==> src/rtl/decode_front_if.sv <==
// Fetch/decode link: fetch words in, branch redirect and PC hold out.
// Fetch drives the master side and decode_front takes the slave side.
interface decode_front_if;
  logic [31:0] pc_plus_4f;
  logic [31:0] instructionf;
  logic [31:0] pc_branch_d;
  logic        pcsrc_d;
  logic        stallf;

  modport master (
    output pc_plus_4f,
    output instructionf,
    input  pc_branch_d,
    input  pcsrc_d,
    input  stallf
  );

  modport slave (
    input  pc_plus_4f,
    input  instructionf,
    output pc_branch_d,
    output pcsrc_d,
    output stallf
  );
endinterface

==> src/rtl/decode_front.sv <==
// Decode front end: IF/ID register, beq/bne resolution, hazard stalls.
// Branches resolve in ID with MEM forwarding; EX producers cause a stall.
module decode_front #(
  parameter int STALL_CNT_W = 16
) (
  input  logic                   clk,
  input  logic                   rst_n,
  decode_front_if.slave          fch,
  input  logic [31:0]            rf_rd1,
  input  logic [31:0]            rf_rd2,
  input  logic                   regwrite_e,
  input  logic                   memtoreg_e,
  input  logic [4:0]             write_reg_e,
  input  logic                   regwrite_m,
  input  logic                   memtoreg_m,
  input  logic [4:0]             write_reg_m,
  input  logic [31:0]            alu_out_m,
  output logic [31:0]            instr_d,
  output logic [31:0]            pc_plus_4d,
  output logic [4:0]             rs_d,
  output logic [4:0]             rt_d,
  output logic                   flush_e,
  output logic [STALL_CNT_W-1:0] stall_count
);

  localparam logic [5:0] OP_BEQ = 6'b000100;
  localparam logic [5:0] OP_BNE = 6'b000101;

  logic [5:0]  op;
  logic        is_beq;
  logic        is_bne;
  logic        branch_d;
  logic        fwd_a;
  logic        fwd_b;
  logic [31:0] cmp_a;
  logic [31:0] cmp_b;
  logic [31:0] imm_sh;
  logic        e_hit;
  logic        m_hit;
  logic        lwstall;
  logic        branchstall;
  logic        stall;
  logic        taken;
  logic        pcsrc;

  assign op   = instr_d[31:26];
  assign rs_d = instr_d[25:21];
  assign rt_d = instr_d[20:16];

  always_comb begin
    is_beq = 1'b0;
    is_bne = 1'b0;
    unique case (1'b1)
      (op == OP_BEQ): is_beq = 1'b1;
      (op == OP_BNE): is_bne = 1'b1;
      default: ;
    endcase
  end

  assign branch_d = is_beq | is_bne;

  // Only MEM results can reach the comparator in time.
  assign fwd_a = (rs_d != 5'd0) & regwrite_m
               & (write_reg_m == rs_d);
  assign fwd_b = (rt_d != 5'd0) & regwrite_m
               & (write_reg_m == rt_d);

  assign cmp_a = fwd_a ? alu_out_m : rf_rd1;
  assign cmp_b = fwd_b ? alu_out_m : rf_rd2;

  assign imm_sh = {{14{instr_d[15]}}, instr_d[15:0], 2'b00};
  assign fch.pc_branch_d = pc_plus_4d + imm_sh;

  // $0 is never a real dependency.
  assign e_hit = (write_reg_e != 5'd0)
               & ((write_reg_e == rs_d) | (write_reg_e == rt_d));
  assign m_hit = (write_reg_m != 5'd0)
               & ((write_reg_m == rs_d) | (write_reg_m == rt_d));

  assign lwstall     = memtoreg_e & e_hit;
  assign branchstall = branch_d
                     & ((regwrite_e & e_hit) | (memtoreg_m & m_hit));
  assign stall       = lwstall | branchstall;

  assign taken = branch_d & ((cmp_a == cmp_b) ^ is_bne);
  assign pcsrc = taken & ~stall;

  assign fch.pcsrc_d = pcsrc;
  assign fch.stallf  = stall;
  assign flush_e     = stall;

  always_ff @(posedge clk or negedge rst_n) begin
    if (!rst_n) begin
      instr_d    <= '0;
      pc_plus_4d <= '0;
    end else if (stall) begin
      instr_d    <= instr_d;
      pc_plus_4d <= pc_plus_4d;
    end else if (pcsrc) begin
      instr_d    <= '0;
      pc_plus_4d <= '0;
    end else begin
      instr_d    <= fch.instructionf;
      pc_plus_4d <= fch.pc_plus_4f;
    end
  end

  always_ff @(posedge clk or negedge rst_n) begin
    if (!rst_n) begin
      stall_count <= '0;
    end else if (stall && (stall_count != '1)) begin
      stall_count <= stall_count + 1'b1;
    end
  end

endmodule

==> src/flat_wrapper.sv <==
// flat-port wrapper written by rule: the top's interface ports become plain ports
module decode_front_flat 
#(
  parameter int STALL_CNT_W = 16
)
  (clk, rst_n, rf_rd1, rf_rd2, regwrite_e, memtoreg_e, write_reg_e, regwrite_m, memtoreg_m, write_reg_m, alu_out_m, instr_d, pc_plus_4d, rs_d, rt_d, flush_e, stall_count, fch_pc_plus_4f, fch_instructionf, fch_pc_branch_d, fch_pcsrc_d, fch_stallf);
  decode_front_if fch_i ();
  input  logic clk;
  input  logic rst_n;
  input  logic [31:0] rf_rd1;
  input  logic [31:0] rf_rd2;
  input  logic regwrite_e;
  input  logic memtoreg_e;
  input  logic [4:0] write_reg_e;
  input  logic regwrite_m;
  input  logic memtoreg_m;
  input  logic [4:0] write_reg_m;
  input  logic [31:0] alu_out_m;
  output logic [31:0] instr_d;
  output logic [31:0] pc_plus_4d;
  output logic [4:0] rs_d;
  output logic [4:0] rt_d;
  output logic flush_e;
  output logic [STALL_CNT_W-1:0] stall_count;
  input wire logic [$bits(fch_i.pc_plus_4f)-1:0] fch_pc_plus_4f;
  input wire logic [$bits(fch_i.instructionf)-1:0] fch_instructionf;
  output wire logic [$bits(fch_i.pc_branch_d)-1:0] fch_pc_branch_d;
  output wire logic [$bits(fch_i.pcsrc_d)-1:0] fch_pcsrc_d;
  output wire logic [$bits(fch_i.stallf)-1:0] fch_stallf;
  assign fch_i.pc_plus_4f = fch_pc_plus_4f;
  assign fch_i.instructionf = fch_instructionf;
  assign fch_pc_branch_d = fch_i.pc_branch_d;
  assign fch_pcsrc_d = fch_i.pcsrc_d;
  assign fch_stallf = fch_i.stallf;
  decode_front #(.STALL_CNT_W(STALL_CNT_W)) u_core (.clk(clk), .rst_n(rst_n), .fch(fch_i), .rf_rd1(rf_rd1), .rf_rd2(rf_rd2), .regwrite_e(regwrite_e), .memtoreg_e(memtoreg_e), .write_reg_e(write_reg_e), .regwrite_m(regwrite_m), .memtoreg_m(memtoreg_m), .write_reg_m(write_reg_m), .alu_out_m(alu_out_m), .instr_d(instr_d), .pc_plus_4d(pc_plus_4d), .rs_d(rs_d), .rt_d(rt_d), .flush_e(flush_e), .stall_count(stall_count));
endmodule
==> config.mk <==
export PLATFORM = sky130hd
export DESIGN_NAME = decode_front_flat
export DESIGN_NICKNAME = d
export VERILOG_FILES = /design/src/rtl/decode_front_if.sv /design/src/rtl/decode_front.sv /design/src/flat_wrapper.sv
export SDC_FILE = /design/constraint.sdc
export NUM_CORES = 1
export LEC_CHECK = 0
export BUFFER_PORTS_ARGS = -buffer_cell sky130_fd_sc_hd__buf_2
export CORE_AREA = 2 2 116 118
export DETAILED_ROUTE_END_ITERATION = 8
export DIE_AREA = 0 0 118 120
export GPL_ROUTABILITY_DRIVEN = 0
export GPL_TIMING_DRIVEN = 0
export PLACE_DENSITY_LB_ADDON = 0.2
export RECOVER_POWER = 50
export SYNTH_ARGS = -nofsm -noshare
export SYNTH_HDL_FRONTEND = slang
export SYNTH_SLANG_ARGS = --single-unit
export TNS_END_PERCENT = 1
==> constraint.sdc <==
create_clock -name clk -period 6.61 [get_ports clk]
set_clock_uncertainty 0.05 [all_clocks]
set_input_delay 1.322 -clock clk [delete_from_list [all_inputs] [get_ports clk]]
set_output_delay 1.322 -clock clk [all_outputs]
set_load 0.02 [all_outputs]
Word-level counts from Yosys, hierarchy flattened
Index checks and enable logic that the tools add are counted.
{ "word_totals": {"latchBits": 0, "rom_bits": 0, "reg_bits": 80, "memories": 0, "in_bits": 176, "elab_cells": 43, "mem_bits_rw": 0} }
{ "classes": {"n_eq_ne": 8, "n_mux": 6, "bitwise_logic": 19, "shift": 0, "n_div": 0, "n_addsub": 2, "n_lt_le_gt_ge": 0, "mul": 0, "n_reduce_logical": 5} }
{ "op_table": {"columns": ["operator", "n"], "rows": [
  ["two-way mux 32 bit", 4],
  ["adder 32 bit", 1],
  ["equality test 32 bit", 1],
  ["equality test 5 bit", 4],
  ["nonzero test 5 bit", 4],
  ["adder 16 x 1 -> 16 bit (second input constant)", 1],
  ["!= test 16 bit (second input constant)", 1],
  ["AND 1 bit", 12],
  ["equality test 6 x 3 -> 1 bit (second input constant)", 2],
  ["bitwise OR 1 bit", 5],
  ["two-way mux 1 bit", 2],
  ["logical AND 1 bit", 1],
  ["NOT 1 bit", 1],
  ["XOR 1 bit", 1]
]} }

Depth between registers and ports, before layout
Gate-level depths: netlist (run 1).
{ "logic_depth": {"ltp_word": 10, "mapped_depth": 13, "depth_no_buf": 13} }

Least setup slack after synthesis (run 1)
No wires, ideal clock.
{ "synth_path": {"kind": "input to output", "start": "input write_reg_m[1]", "end": "output fch_pcsrc_d", "path_slack_ps": 1565, "t_required_ps": 5238, "t_arrival_ps": 3673, "path_buffers": 3, "path_stages": 12, "path_cell_list": "xnor2_1 -> nand4_1 -> or2_1 -> buf_2 -> buf_2 -> o221ai_1 -> a211oi_1 -> nor4_1 -> and4_1 -> nand2_1 -> o31ai_4 -> buf_6"} }
{ "synth_between": {"elab_chain_cells": 9} }
{ "synth_lines": {"columns": ["item", "line", "text"], "rows": [
  ["start, declared", "flat_wrapper.sv:17", "input logic [4:0] write_reg_m;"],
  ["parallel branches: the longest is 8 deep, another holds two-way mux 32 bit", null, null],
  ["AND 1 bit (*)", "decode_front.sv:86", "assign pcsrc = taken & ~stall;"],
  ["end, declared", "flat_wrapper.sv:28", "output wire logic [$bits(fch_i.pcsrc_d)-1:0] fch_pcsrc_d;"]
]} }
Every way passes the cells marked *.

Final worst setup path (run 1)
Ends and elaborated chain as after synthesis.

==> metrics, run 1 <==
post-route cell area=8529 sq um; Setup Viol. Count Final=0; initial antenna violation count=0; I/O Buffers=300; P per Cell Area=221.9 nW/um^2; die height=120 um; root buf cell=clkbuf_16; synthesis-to-layout area growth=29.43%; global-route wire length before repair=32.89 mm; critical path type=in2out; Startpoint Class=input pin; Total Negative Setup Slacks=0 ps; depth of the worst register-to-register path=12; HP Class=reg2reg; HPWL after DPL=16.14 mm; Most Frequent Cell on Critical Path=buf_2; CP required=between 5000 and 6000 ps; number of synthesized flops with an enable pin=0; # hold bufs at CTS=0; count of cell types in the netlist=49; DIE WIDTH=118 um; Post-Synth XOR/XNOR Area=12.36%; largest net degree at the start of global routing=62; crit end category=primary output; Initial DRC Count=461; Core Rows=42; TritonCTS Buffers=9; Tcrit/Tclk final=93.32%; Compound-Gate Fraction of Synth Area=21.91%; ordered cell list for the critical path=buf_2 -> xnor2_1 -> nand4_1 -> nor2_1 -> clkbuf_1 -> a221o_1 -> a211oi_1 -> nor4_1 -> and4_1 -> nand2_1 -> o31ai_4 -> buf_6 -> buf_2; flops & latches, synth=80; post-CTS setup buffer count=0; placed cell area=8342 sq um; mux contribution to synthesized area=0.3228%; Synth Area in Simple Gates=21.83%; Slew @ Worst Pin=between 3000 and 4000 ps; slew margin rel.=-117.6%; DRC=0; vias in the first global route=6919; Vias=7250; cell count after synthesis=808; failing checks=capacitance limit, slew limit; Starting Density=50.77%; CTS tree=yes; Wirelength per Cell=15.99 um; WP data arrival=4800 ps; Static Leak=4.144 nW; yosys warns=0; clk sinks=80; Routed WL=20.78 mm; clock buffer depth=2; crit-path max cell delay=600 ps; diodes inserted=0; Initial DRT Pass Iterations=6; DR vias/cell=5.577; max-slew violation count=just over 60; Mapped Nets=1015; final count of hold timing violations=0; status=finished with violations; top_reg_cell synth=dfrtp_1; peak supply drop=0.1329 mV; Ports=301; global route total overflow=0; Reg clk slew, reported paths=around 60 ps; worst hold path depth=1; CP Max Fanout=10; largest family of logic cells by synthesized area=compound AO/OA/AOI/OAI gates; area share of fa/ha/maj cells after synthesis=6.000%; layout cells sized above 1=26.25%; crit path time final=6169 ps; GR Util All Layers=between 20% and 30%; die area=between 10000 and 15000 sq um; sequential fraction of the synthesis area=30.38%; ANT nets after route=0; fin nets=1327; mean post-synth cell area=roughly 8.2 sq um; htree depth=3; post-CTS sizing=0; RSZ-0062 raised after global routing=no; Syn Std Cell Area=6590 sq um; core area=12980 sq um; Clk Latency, worst-skew pair=about 340 ps; MaxCap Viol Count=1; Post-synth ARST share=100.0%; Max stage delay cell, worst path=o31ai_4; Fmax=approximately 0.16 GHz
## flip-flops by register name, indices dropped and copies added (netlist names)
name                cells
u_core.instr_d         32
u_core.stall_count     16
u_core.pc_plus_4d      32
## worst paths after layout
check	start	end	slack, ps
setup / recovery	write_reg_m[1]	fch_pcsrc_d	440
hold / removal	u_core.stall_count[6]$_DFFE_PN0P_	u_core.stall_count[6]$_DFFE_PN0P_	450
setup reg to reg	u_core.instr_d[16]$_DFFE_PN0N_	u_core.pc_plus_4d[10]$_DFFE_PN0N_	2670
hold reg to reg	u_core.stall_count[6]$_DFFE_PN0P_	u_core.stall_count[6]$_DFFE_PN0P_	450
max in group asynchronous	rst_n	u_core.pc_plus_4d[22]$_DFFE_PN0N_	1810
min in group asynchronous	rst_n	u_core.instr_d[18]$_DFFE_PN0N_	1080
## where the power goes
part / switching, mW / total (mW) / internal, mW
Clock: 0.213 / 0.505 / 0.293
Combinational: 0.480 / 0.793 / 0.313
Sequential: 0.0596 / 0.594 / 0.535
## synthesized netlist by cell type, types with 8 or more instances
cell type  instances  area share [%]
nor2_1           170             9.7
dfrtp_1           80              30
nor3_1            67             5.1
xor2_1            48             6.4
xnor2_1           45             6.0
inv_1             42             2.4
a211oi_1          38             4.3
o221ai_1          33             4.4
a221o_1           32             4.9
ha_1              30             5.7
a21oi_1           28             2.1
clkbuf_1          18             1.0
nand2_1           18             1.0
buf_2             16             1.2
nand3_1           16             1.2
a21o_1            14             1.6
buf_4             13             1.5
o21ai_0           13            0.99
nand4_1           11             1.0
nor4_1             8            0.76
o21a_1             8            0.91
## metal layers
metal / GRT usage (%) / share of wire (%) / routed length (um) / vias up
met3: 5.276 / 6.7 / 1397 / 41
met4: 9.111 / 2.5 / 516 / 0
met2: 50.15 / 49 / 10160 / 292
li1: - / - / - / 3538
met1: 35.79 / 42 / 8713 / 3379
met5: 0 / 0 / 0 / -
## cells by family (layout without fill, tap and decap cells)
kind of cell / count (synthesis) / count (layout)
mux: 2 / 2
simple gates: 319 / 319
compound gates: 187 / 187
buf+inv: 96 / 412
flops: 80 / 80
fa+ha+maj: 31 / 31
xor+xnor: 93 / 93
## layout make-up
| cell class | instances | area (sq um) |
|---|---|---|
| Inverter | 43 | 161.4 |
| Clock buffer | 9 | 225.2 |
| Clock inverter | 6 | 67.56 |
| Tap cell | 176 | 220.2 |
| Buffer | 53 | 312.8 |
| Multi-Input combinational cell | 632 | 4114 |
| Timing Repair Buffer | 301 | 1426 |
| Sequential cell | 80 | 2002 |
| Fill cell | 1248 | 4451 |
## stage by stage
| step | hold WS, ps | utilization [%] | cells | setup WS (ps) | total power, mW |
|---|---|---|---|---|---|
| after floorplan | 543.3 | - | 808 | 1565 | 1.110 |
| after global placement | 428.9 | 64.04 | 1284 | 495.6 | 1.388 |
| after detailed placement | 441.4 | 64.27 | 1285 | 468.3 | 1.400 |
| after CTS | 453.2 | 66.52 | 1300 | 463.7 | 1.905 |
| after global routing | 478.3 | 65.71 | 1300 | 122.4 | 1.991 |
| final | 449.9 | 65.71 | 1300 | 441.3 | 1.893 |
## cells in the final DEF (no fill, tap or decap), types with 5 or more instances in the layout
cell / Yosys / layout
a21o_1: 14 / 14
nor4_1: 8 / 8
ha_1: 30 / 30
xnor2_1: 45 / 45
dfrtp_1: 80 / 80
xor2_1: 48 / 48
nand2_1: 18 / 18
buf_2: 16 / 253
a221o_1: 32 / 32
a31oi_1: 6 / 6
nand3_1: 16 / 16
buf_4: 13 / 13
a21oi_1: 28 / 28
clkbuf_1: 18 / 82
o21ai_0: 13 / 13
nand4_1: 11 / 11
nor2_1: 170 / 170
o221ai_1: 33 / 33
buf_6: 6 / 6
or4_1: 5 / 5
inv_1: 42 / 42
a211oi_1: 38 / 38
o21a_1: 8 / 8
clkbuf_16: 0 / 9
nor3_1: 67 / 67
## worst max-delay path, delay by kind of cell
kind / cells / cell delay [ps]
compound gates: 3 / 900
xor+xnor: 1 / 160
buf+inv: 4 / 970
simple gates: 5 / 1440
Note: power is estimated with default switching activity, not from simulation.
==> run 2: changes to the inputs <==
Settings changed: ABC_AREA from default to 1, CORE_AREA 2 2 116 118 to default, CORE_UTILIZATION from default to 55, DIE_AREA 0 0 118 120 to default.
==> run 2 against run 1 <==
- power grew 2.7%
- core utilization rose by 5.3 points
- combinational power increased by 1%
- the flow still finishes with violations (capacitance limit, slew limit)
- critical path type unchanged
- sequential share of layout area decreased by 3.4 points
- flip-flop and latch count did not move
- non-clock buffer count grew 13
- critical path depth is 10 higher
- critical endpoint unchanged
- final area increased by 17%
- first-iteration DRC count up 49%
- final cell count rose by 45%
- sequential power up 1%
==> metrics, run 2 <==
Startpoint Class=input pin; sw power=0.7873 mW; synthesis-to-layout area growth=24.73%; top_reg_cell synth=dfrtp_1; Static Leak=6.147 nW; number of synthesized flops with an enable pin=0; Max stage delay cell, worst path=clkbuf_1; die height=around 120 um; die area=15030 sq um; post-CTS sizing=0; Mapped Nets=~1600; top post-synthesis cells by count=nand2_1, inv_1, nor2_1; # hold bufs at CTS=0; critical path type=in2out; slew margin rel.=-134.8%; Initial DRC Count=between 600 and 700; largest net degree at the start of global routing=66; Reg clk slew, reported paths=60 ps; Worst path top cell family by delay=simple AND/OR/NAND/NOR gates; DR vias/cell=between 5 and 6; mean post-synth cell area=between 5 and 6 sq um; Clock power frac=approximately 28%; Ports=301; Yosys top cell area share=27.97%; I/O Buffers=300; global-route wire length before repair=39.74 mm; initial antenna violation count=3; Clk Latency, worst-skew pair=340 ps; CP bufs+invs=7; Tcrit/Tclk final=82.22%; HPWL after DPL=20.02 mm; DRC=0; layout cells sized above 1=17.51%; Core Rows=43; P per Cell Area=roughly 200 nW/um^2; register area=2002 sq um; ordered cell list for the critical path=buf_2 -> inv_1 -> nand2_1 -> nand2_1 -> nand3_1 -> nor2_2 -> clkbuf_1 -> nand3_1 -> nand2_1 -> nand2_1 -> nand2_1 -> nand2_1 -> nor2_1 -> nand2_1 -> nor2_1 -> nand2_1 -> nand2_1 -> nand2_1 -> nand2_1 -> buf_6 -> buf_6 -> inv_1 -> buf_2; flops & latches, synth=80; HP Class=reg2reg; crit end category=primary output; Pint=1.156 mW; Fmax=0.1840 GHz; status=finished with violations; DIE WIDTH=about 120 um; peak supply drop=0.2411 mV; CTS tree=yes; failing checks=capacitance limit, slew limit; sequential fraction of the synthesis area=25.03%; crit path time final=5435 ps; crit-path max cell delay=440 ps; vias in the first global route=~8300; cell count after synthesis=1385; GR Util All Layers=33.66%; final count of hold timing violations=0; Post-synth ARST share=100.0%; CP Max Fanout=10; leading registers by flop count=u_core.instr_d x32, u_core.pc_plus_4d x32, u_core.stall_count x16; clk sinks=80; non-filler cells, final=about 1900; Initial DRT Pass Iterations=6; yosys warns=0; largest area contributor in the netlist=nand2_1; Syn Std Cell Area=7998 sq um; Vias=9596; switching share of power=40.52%; count of cell types in the netlist=35; Slew @ Worst Pin=3523 ps; placed cell count=between 1500 and 2000; WHS=about 460 ps; fin nets=1904; total power draw=1.943 mW; largest cells by area after synthesis=nand2_1, dfrtp_1, inv_1; global route total overflow=0; combinational share of power=41.4%; MaxCap Viol Count=1; count leader, synth=nand2_1; Setup Viol. Count Final=0; pre-CTS WS=1212 ps; WP data arrival=4060 ps; Filler Cells Inserted=1291; clock buffer depth=2; max-slew violation count=66; Routed WL=25.52 mm; multi-input logic area=between 4000 and 5000 sq um; Most Frequent Cell on Critical Path=nand2_1; root buf cell=clkbuf_16; commonest non-fill, non-tap cell in the layout=nand2_1; post-CTS setup buffer count=0; Total Negative Setup Slacks=0 ps; CP required=5240 ps; Final WS setup=1175 ps; TritonCTS Buffers=9; htree depth=3; ANT nets after route=0; RSZ-0062 raised after global routing=no; Wirelength per Cell=between 10 and 15 um; Starting Density=56.95%; most frequent cells in the layout=nand2_1, buf_2, inv_1, nor2_1, nand3_1; Reg power frac=30.9%; core area=about 14000 sq um
[run 2: changes by cell type after synthesis, sizes merged, moves of 32 or more]
cell    previous run  this run
nor3              67         9
inv               42       210
o221ai            33         1
nand2             18       597
a221o             32         0
a211oi            38         1
nand3             16       106
nor2             171       115
[run 2: cell families after synthesis]
logic type               after synthesis  share of synthesized area, %
buffers and inverters                277                         15.05
adder cells (fa/ha/maj)               31                         4.944
AO/OA/AOI/OAI                         98                         6.931
flip-flops                            80                         25.03
XOR/XNOR                              52                         5.695
AND/OR/NAND/NOR                      847                         42.35
[run 2: area by class of cell]
cell class                      count  area share, %
Buffer                             66          4.126
Clock inverter                      6         0.9281
Multi-Input combinational cell   1028          48.04
Antenna cell                        2        0.05017
Sequential cell                    80          20.07
Tap cell                          180          2.258
Clock buffer                       10          2.295
Timing Repair Buffer              301          14.30
Inverter                          211          7.939
[run 2: power groups by stage]
stage | logic [mW] | registers, mW | clock network [mW]
floorplan | 0.475 | 0.650 | 0
global placement | 0.795 | 0.605 | 0
detailed placement | 0.810 | 0.605 | 0
CTS | 0.814 | 0.598 | 0.544
global route | 0.884 | 0.605 | 0.565
finish | 0.804 | 0.600 | 0.538
[run 2: final timing paths]
kind | startpoint | endpoint | slack (ps) | depth (start not counted)
max | write_reg_m[4] | fch_pcsrc_d | 1180 | 23
min | u_core.pc_plus_4d[13]$_DFFE_PN0N_ | u_core.pc_plus_4d[13]$_DFFE_PN0N_ | 460 | 2
max reg2reg | u_core.instr_d[20]$_DFFE_PN0N_ | u_core.instr_d[24]$_DFFE_PN0N_ | 3410 | 15
min reg2reg | u_core.pc_plus_4d[13]$_DFFE_PN0N_ | u_core.pc_plus_4d[13]$_DFFE_PN0N_ | 460 | 2
max in group asynchronous | rst_n | u_core.instr_d[16]$_DFFE_PN0N_ | 1650 | 2
min in group asynchronous | rst_n | u_core.instr_d[0]$_DFFE_PN0N_ | 1020 | 1
[run 2: worst reg2reg max path, stage by stage, from the launching register on]
cell,delay (ps)
dfrtp_1,470
inv_1,110
nand2_1,60
nand2_1,50
nand3_1,90
nor2_2,220
clkbuf_1,440
o221ai_1,240
nand2_1,110
nand2_1,50
nand2_1,190
buf_2,280
clkbuf_1,470
nor2_1,110
nand2_1,100
nand2_1,50
[run 2: metal layers]
layer	track usage, %	routed length (um)
met1	43.86	10640
met2	54.78	11970
met3	6.970	2286
met4	12.58	615
met5	0	9
[run 2: through the flow]
stage                     area (sq um)  util, %
after floorplan                   7998        -
after global placement            9724    69.25
after detailed placement          9754    69.46
after CTS                        10080    71.75
after global routing              9976    71.04
final                             9976    71.04
